## src/rtl/sha256_msg_padder.sv

```systemverilog
// SHA-256 message padder: packs a byte stream into 512-bit blocks and appends 0x80, zero fill and the 64-bit length.
// Optional length-limit check enabled by defining SHA_PAD_LEN_CHECK_EN (sticky overflow_o, saturating count).
module sha256_msg_padder #(
    parameter int BYTE_CNT_W = 16
) (
    input  logic         clk_i,
    input  logic         rst_ni,
    input  logic [7:0]   data_i,
    input  logic         data_valid_i,
    input  logic         data_last_i,
    output logic         data_rdy_o,
    output logic [511:0] block_o,
    output logic         block_valid_o,
    output logic         block_last_o,
    input  logic         block_rdy_i,
    output logic         msg_done_o,
    output logic         overflow_o
);

    typedef enum logic [1:0] {S_FILL, S_OUT, S_XTRA} state_t;
    typedef enum logic [1:0] {P_NONE, P_LEN, P_PAD} pend_t;

    state_t                state;
    pend_t                 pend;
    logic [5:0]            ptr;
    logic [BYTE_CNT_W-1:0] cnt;

    logic                  sat;
    logic                  keep;
    logic [BYTE_CNT_W-1:0] cnt_nxt;
    logic [6:0]            n;
    logic [63:0]           len_fill;
    logic [63:0]           len_hold;
    logic [511:0]          fill_blk;
    logic [511:0]          xtra_blk;

`ifdef SHA_PAD_LEN_CHECK_EN
    assign sat = (cnt == {BYTE_CNT_W{1'b1}});
`else
    assign sat = 1'b0;
`endif

    assign data_rdy_o = (state == S_FILL);
    assign keep       = !sat;
    assign cnt_nxt    = sat ? cnt : cnt + BYTE_CNT_W'(1);
    assign n          = {1'b0, ptr} + {6'b000000, keep};
    assign len_fill   = 64'(cnt_nxt) << 3;
    assign len_hold   = 64'(cnt) << 3;
    assign xtra_blk   = {(pend == P_PAD) ? 8'h80 : 8'h00, 440'd0, len_hold};

    // Bytes past the pointer are already zero because the register clears after every handshake.
    always_comb begin
        fill_blk = block_o;
        if (keep)
            fill_blk[9'd511 - {ptr, 3'b000} -: 8] = data_i;
        if (data_last_i) begin
            if (n < 7'd64)
                fill_blk[9'd511 - {n[5:0], 3'b000} -: 8] = 8'h80;
            if (n <= 7'd55)
                fill_blk[63:0] = len_fill;
        end
    end

    always_ff @(posedge clk_i or negedge rst_ni) begin
        if (!rst_ni) begin
            state         <= S_FILL;
            pend          <= P_NONE;
            ptr           <= '0;
            cnt           <= '0;
            block_o       <= '0;
            block_valid_o <= 1'b0;
            block_last_o  <= 1'b0;
            msg_done_o    <= 1'b0;
`ifdef SHA_PAD_LEN_CHECK_EN
            overflow_o    <= 1'b0;
`endif
        end else begin
            msg_done_o <= 1'b0;
            case (state)
                S_FILL: begin
                    if (data_valid_i) begin
                        cnt     <= cnt_nxt;
                        block_o <= fill_blk;
`ifdef SHA_PAD_LEN_CHECK_EN
                        if (sat)
                            overflow_o <= 1'b1;
`endif
                        if (data_last_i) begin
                            state         <= S_OUT;
                            block_valid_o <= 1'b1;
                            if (n <= 7'd55) begin
                                block_last_o <= 1'b1;
                            end else begin
                                // Length does not fit: a second block carries it.
                                block_last_o <= 1'b0;
                                pend         <= (n == 7'd64) ? P_PAD : P_LEN;
                            end
                        end else if (keep && ptr == 6'd63) begin
                            state         <= S_OUT;
                            block_valid_o <= 1'b1;
                            block_last_o  <= 1'b0;
                            ptr           <= '0;
                        end else begin
                            ptr <= ptr + {5'b00000, keep};
                        end
                    end
                end
                S_OUT: begin
                    if (block_rdy_i) begin
                        block_valid_o <= 1'b0;
                        block_o       <= '0;
                        ptr           <= '0;
                        if (block_last_o) begin
                            block_last_o <= 1'b0;
                            msg_done_o   <= 1'b1;
                            cnt          <= '0;
                            state        <= S_FILL;
                        end else if (pend != P_NONE) begin
                            state <= S_XTRA;
                        end else begin
                            state <= S_FILL;
                        end
                    end
                end
                S_XTRA: begin
                    block_o       <= xtra_blk;
                    block_valid_o <= 1'b1;
                    block_last_o  <= 1'b1;
                    pend          <= P_NONE;
                    state         <= S_OUT;
                end
                default: state <= S_FILL;
            endcase
        end
    end

`ifndef SHA_PAD_LEN_CHECK_EN
    assign overflow_o = 1'b0;
`endif

endmodule

```

## config.mk

```make
export PLATFORM = sky130hd
export DESIGN_NAME = sha256_msg_padder
export DESIGN_NICKNAME = d
export VERILOG_FILES = /design/src/rtl/sha256_msg_padder.sv
export SDC_FILE = /design/constraint.sdc
export NUM_CORES = 1
export LEC_CHECK = 0
export BUFFER_PORTS_ARGS = -buffer_cell sky130_fd_sc_hd__buf_2
export CORE_UTILIZATION = 25
export CTS_BUF_LIST = sky130_fd_sc_hd__clkbuf_2 sky130_fd_sc_hd__clkbuf_4 sky130_fd_sc_hd__clkbuf_8
export DETAILED_ROUTE_END_ITERATION = 10
export GPL_TIMING_DRIVEN = 0
export PLACE_DENSITY_LB_ADDON = 0.1
export SYNTH_ARGS = -nofsm -noshare
export SYNTH_HDL_FRONTEND = slang
export SYNTH_SLANG_ARGS = --single-unit
```

## constraint.sdc

```tcl
create_clock -name clk_i -period 6.03 [get_ports clk_i]
set_input_delay 0 -clock clk_i [delete_from_list [all_inputs] [get_ports clk_i]]
set_output_delay 0 -clock clk_i [all_outputs]
set_load 0.005 [all_outputs]
```

==> out/qor.yml <==
die_w_um: 316
critical_path.max_fanout: 10
numCtsBuffers: 105
drive_gt1_frac: 0.229
vias: 24400
synth_most_common_cell: "nand2_1"
p_seq_frac: 0.359
coreArea_um2: 97100
combPwrFrac: 0.265
fp.dieH_um: 316
synth-main-ff-cell: "dfrtp_1"
grt_overflow: 0
worstMarginPinSlew_ns: 1.41
rr_worst_depth: 10
fin_setup_tns_ns: 0
sw_frac_of_total: 0.396
cts_tree: "built"
grt_pass1_vias: 24100
total_power_uw: 10700
maxUsedRoutingLayer: "met4"
ys_seq_area_frac: 0.549
hold_viol: 0
min_path_type: "input pin to register"
initial_core_util: 0.254
grt_usage: 0.265
arrival_ns: 5.27
synth_fp_nets: 2833
peakVddDrop_v: 0.000176
ys_warn_count: 0
wl_met3_um: 11200
antenna_found_initial: 2
p_leak_uw: 0.0147
status: "complete, no violations"
crit_path_start_kind: "register"
layout-area-overhead-vs-synth_pct: 27.5
p_per_area_nw_per_um2: 339
whs_ns: 0.148
hold_depth: 3
row_count: 114
ant_nets: 0
drv_slew: 0
dieArea_um2: 99900
synth_mux_area_frac: 0.000812
path_clk_slew_ns: 0.06
final.fill_count: 10600
post-route-drc-count: 0
critical_path_class: "register to register"
wirelength_um: 135000
fin_nets: 3487
synth_area_um2: 24700
drt_first_pass_iters: 5
period_share: 0.765
maxSlewHeadroom: 0.0626
routedWlPerCell_um: 28.0
synth_top_cell_by_area: "dfrtp_1"
synth_top_family_by_area: "simple AND/OR/NAND/NOR gates"
internal_power_uw: 6440
grt_max_degree: 109
post-place-cells: 4619
synth.distinct_cells: 77
clock_latency_ns: 0.77
cts_sinks: 541
routedLengthMet1_um: 57500
rsz0062_at_grt: "no"
cts_max_path_buffers: 3
synth-simple-area-share: 0.225
endpoint_kind: "register"
io_buffers: 528
pwr-share-clk: 0.376
synthAdderAreaFrac: 0.00507
synth_cells: 2810
initialDrtViolationCount: 2150
fmax_mhz: 217
viasPerCell: 5.07
synthArstFlopShare: 1.00
required_ns: 6.69
period_needed_ns: 4.61
synthXorXnorAreaFrac: 0.00644
wl_met2_um: 62000
synth_top_area_share: 0.549
synth_compound_area_frac: 0.192
cap_viol_max_count: 0
place.gp.congestion: 0.986
synth_edf_count: 0
switchingPower_uw: 4220
ios: 530
cts_root_buf: "clkbuf_8"
finalSetupViolations: 0
grt_pass1_wl_um: 187000
synthTopCellsByCount: "nand2_1, dfrtp_1, a21oi_1"
instances_no_fill: 4820
synth.top_cells.by_area: "dfrtp_1, nand2_1, a21oi_1"
avgSynthCellArea_um2: 8.78
cts.htree.levels: 3
ys_ff_latch: 541
worst_clock_skew_ns: 0.0364
dp_hpwl_um: 100000
-- power by group through the flow --
stage | sequential [µW] | clock, µW | combinational (µW)
2_1_floorplan | 3860 | 0 | 1280
3_3_place_gp | 3890 | 0 | 2780
3_5_place_dp | 3880 | 0 | 2780
4_1_cts | 3820 | 4110 | 2790
5_1_grt | 3830 | 4260 | 2930
6_report | 3820 | 4010 | 2820
-- routing by layer --
metal / GRT usage / vias up
li1: - / 11000
met1: 0.350 / 12200
met2: 0.417 / 994
met3: 0.0742 / 208
met4: 0.0839 / 0
met5: 0 / -
-- area by class of cell --
class                           count  area, µm²  area share
Inverter                           16       60.1     0.00191
Tap cell                         1276       1600      0.0508
Buffer                            115        488      0.0155
Clock buffer                      175       2130      0.0676
Clock inverter                     11        104     0.00330
Multi-Input combinational cell   2138      10600       0.337
Antenna cell                        1       2.50   0.0000796
Sequential cell                   541      13500       0.430
Timing Repair Buffer              547       2950      0.0937
-- sequential cells by signal, indices dropped and copies added (netlist names) --
register,cells
cnt,16
block_o,512
pend,2
state,2
msg_done_o,1
block_last_o,1
ptr,6
block_valid_o,1
-- stage by stage --
stage	setup WS [ns]	util	instance area, µm²
after floorplan	3.48	-	24700
after global placement	-7.83	0.297	28900
after detailed placement	1.54	0.299	29100
after CTS	1.48	0.324	31400
after global routing	1.27	0.324	31400
final	1.42	0.324	31400
-- cells by family after synthesis --
group	count (synthesis)
and+or+nand+nor	1354
xor gates and xnor gates	16
muxes	2
buffers and inverters	131
DFF	541
adders and majority gates	10
AOI/OAI and AO/OA	755
other	1
-- repair_timing --
| action | 4_1_cts | 5_1_grt |
|---|---|---|
| setup buffers | 0 | 0 |
| resized for setup | 0 | 0 |
| hold buffers | 14 | 0 |
| endpoints found under the hold margin | 395 | 0 |
-- final timing paths --
kind	slack [ns]	endpoint	start
worst max-delay path	1.42	block_o[90]	state[0]
worst min-delay path	0.15	msg_done_o	block_rdy_i
worst max register to register	1.42	block_o[90]	state[0]
worst min register to register	0.47	block_o[1]	block_o[1]
max in group asynchronous	4.45	state[1]	rst_ni
min in group asynchronous	0.42	block_o[184]	rst_ni
-- placed cells by master (no fill, tap or decap), types with 33 or more instances in the layout --
cell type	n
nand2_1	878
buf_2	547
dfrtp_1	541
a21oi_1	423
nor2_1	273
clkbuf_8	130
clkbuf_1	78
nand3_1	71
o21ai_0	53
clkbuf_4	45
a22o_1	42
o22ai_1	33
-- critical path, cell delays in order, from the launching register on --
cell      delay, ns
dfrtp_1        0.39
inv_1          0.08
ha_1           0.21
clkbuf_1       0.22
nor2b_1        0.23
nor3_1         0.95
nand2_1        0.79
clkbuf_1       0.65
nor2_1         0.69
nand2_1        0.13
a21oi_1        0.14
Power figures use the tool's default switching activity.
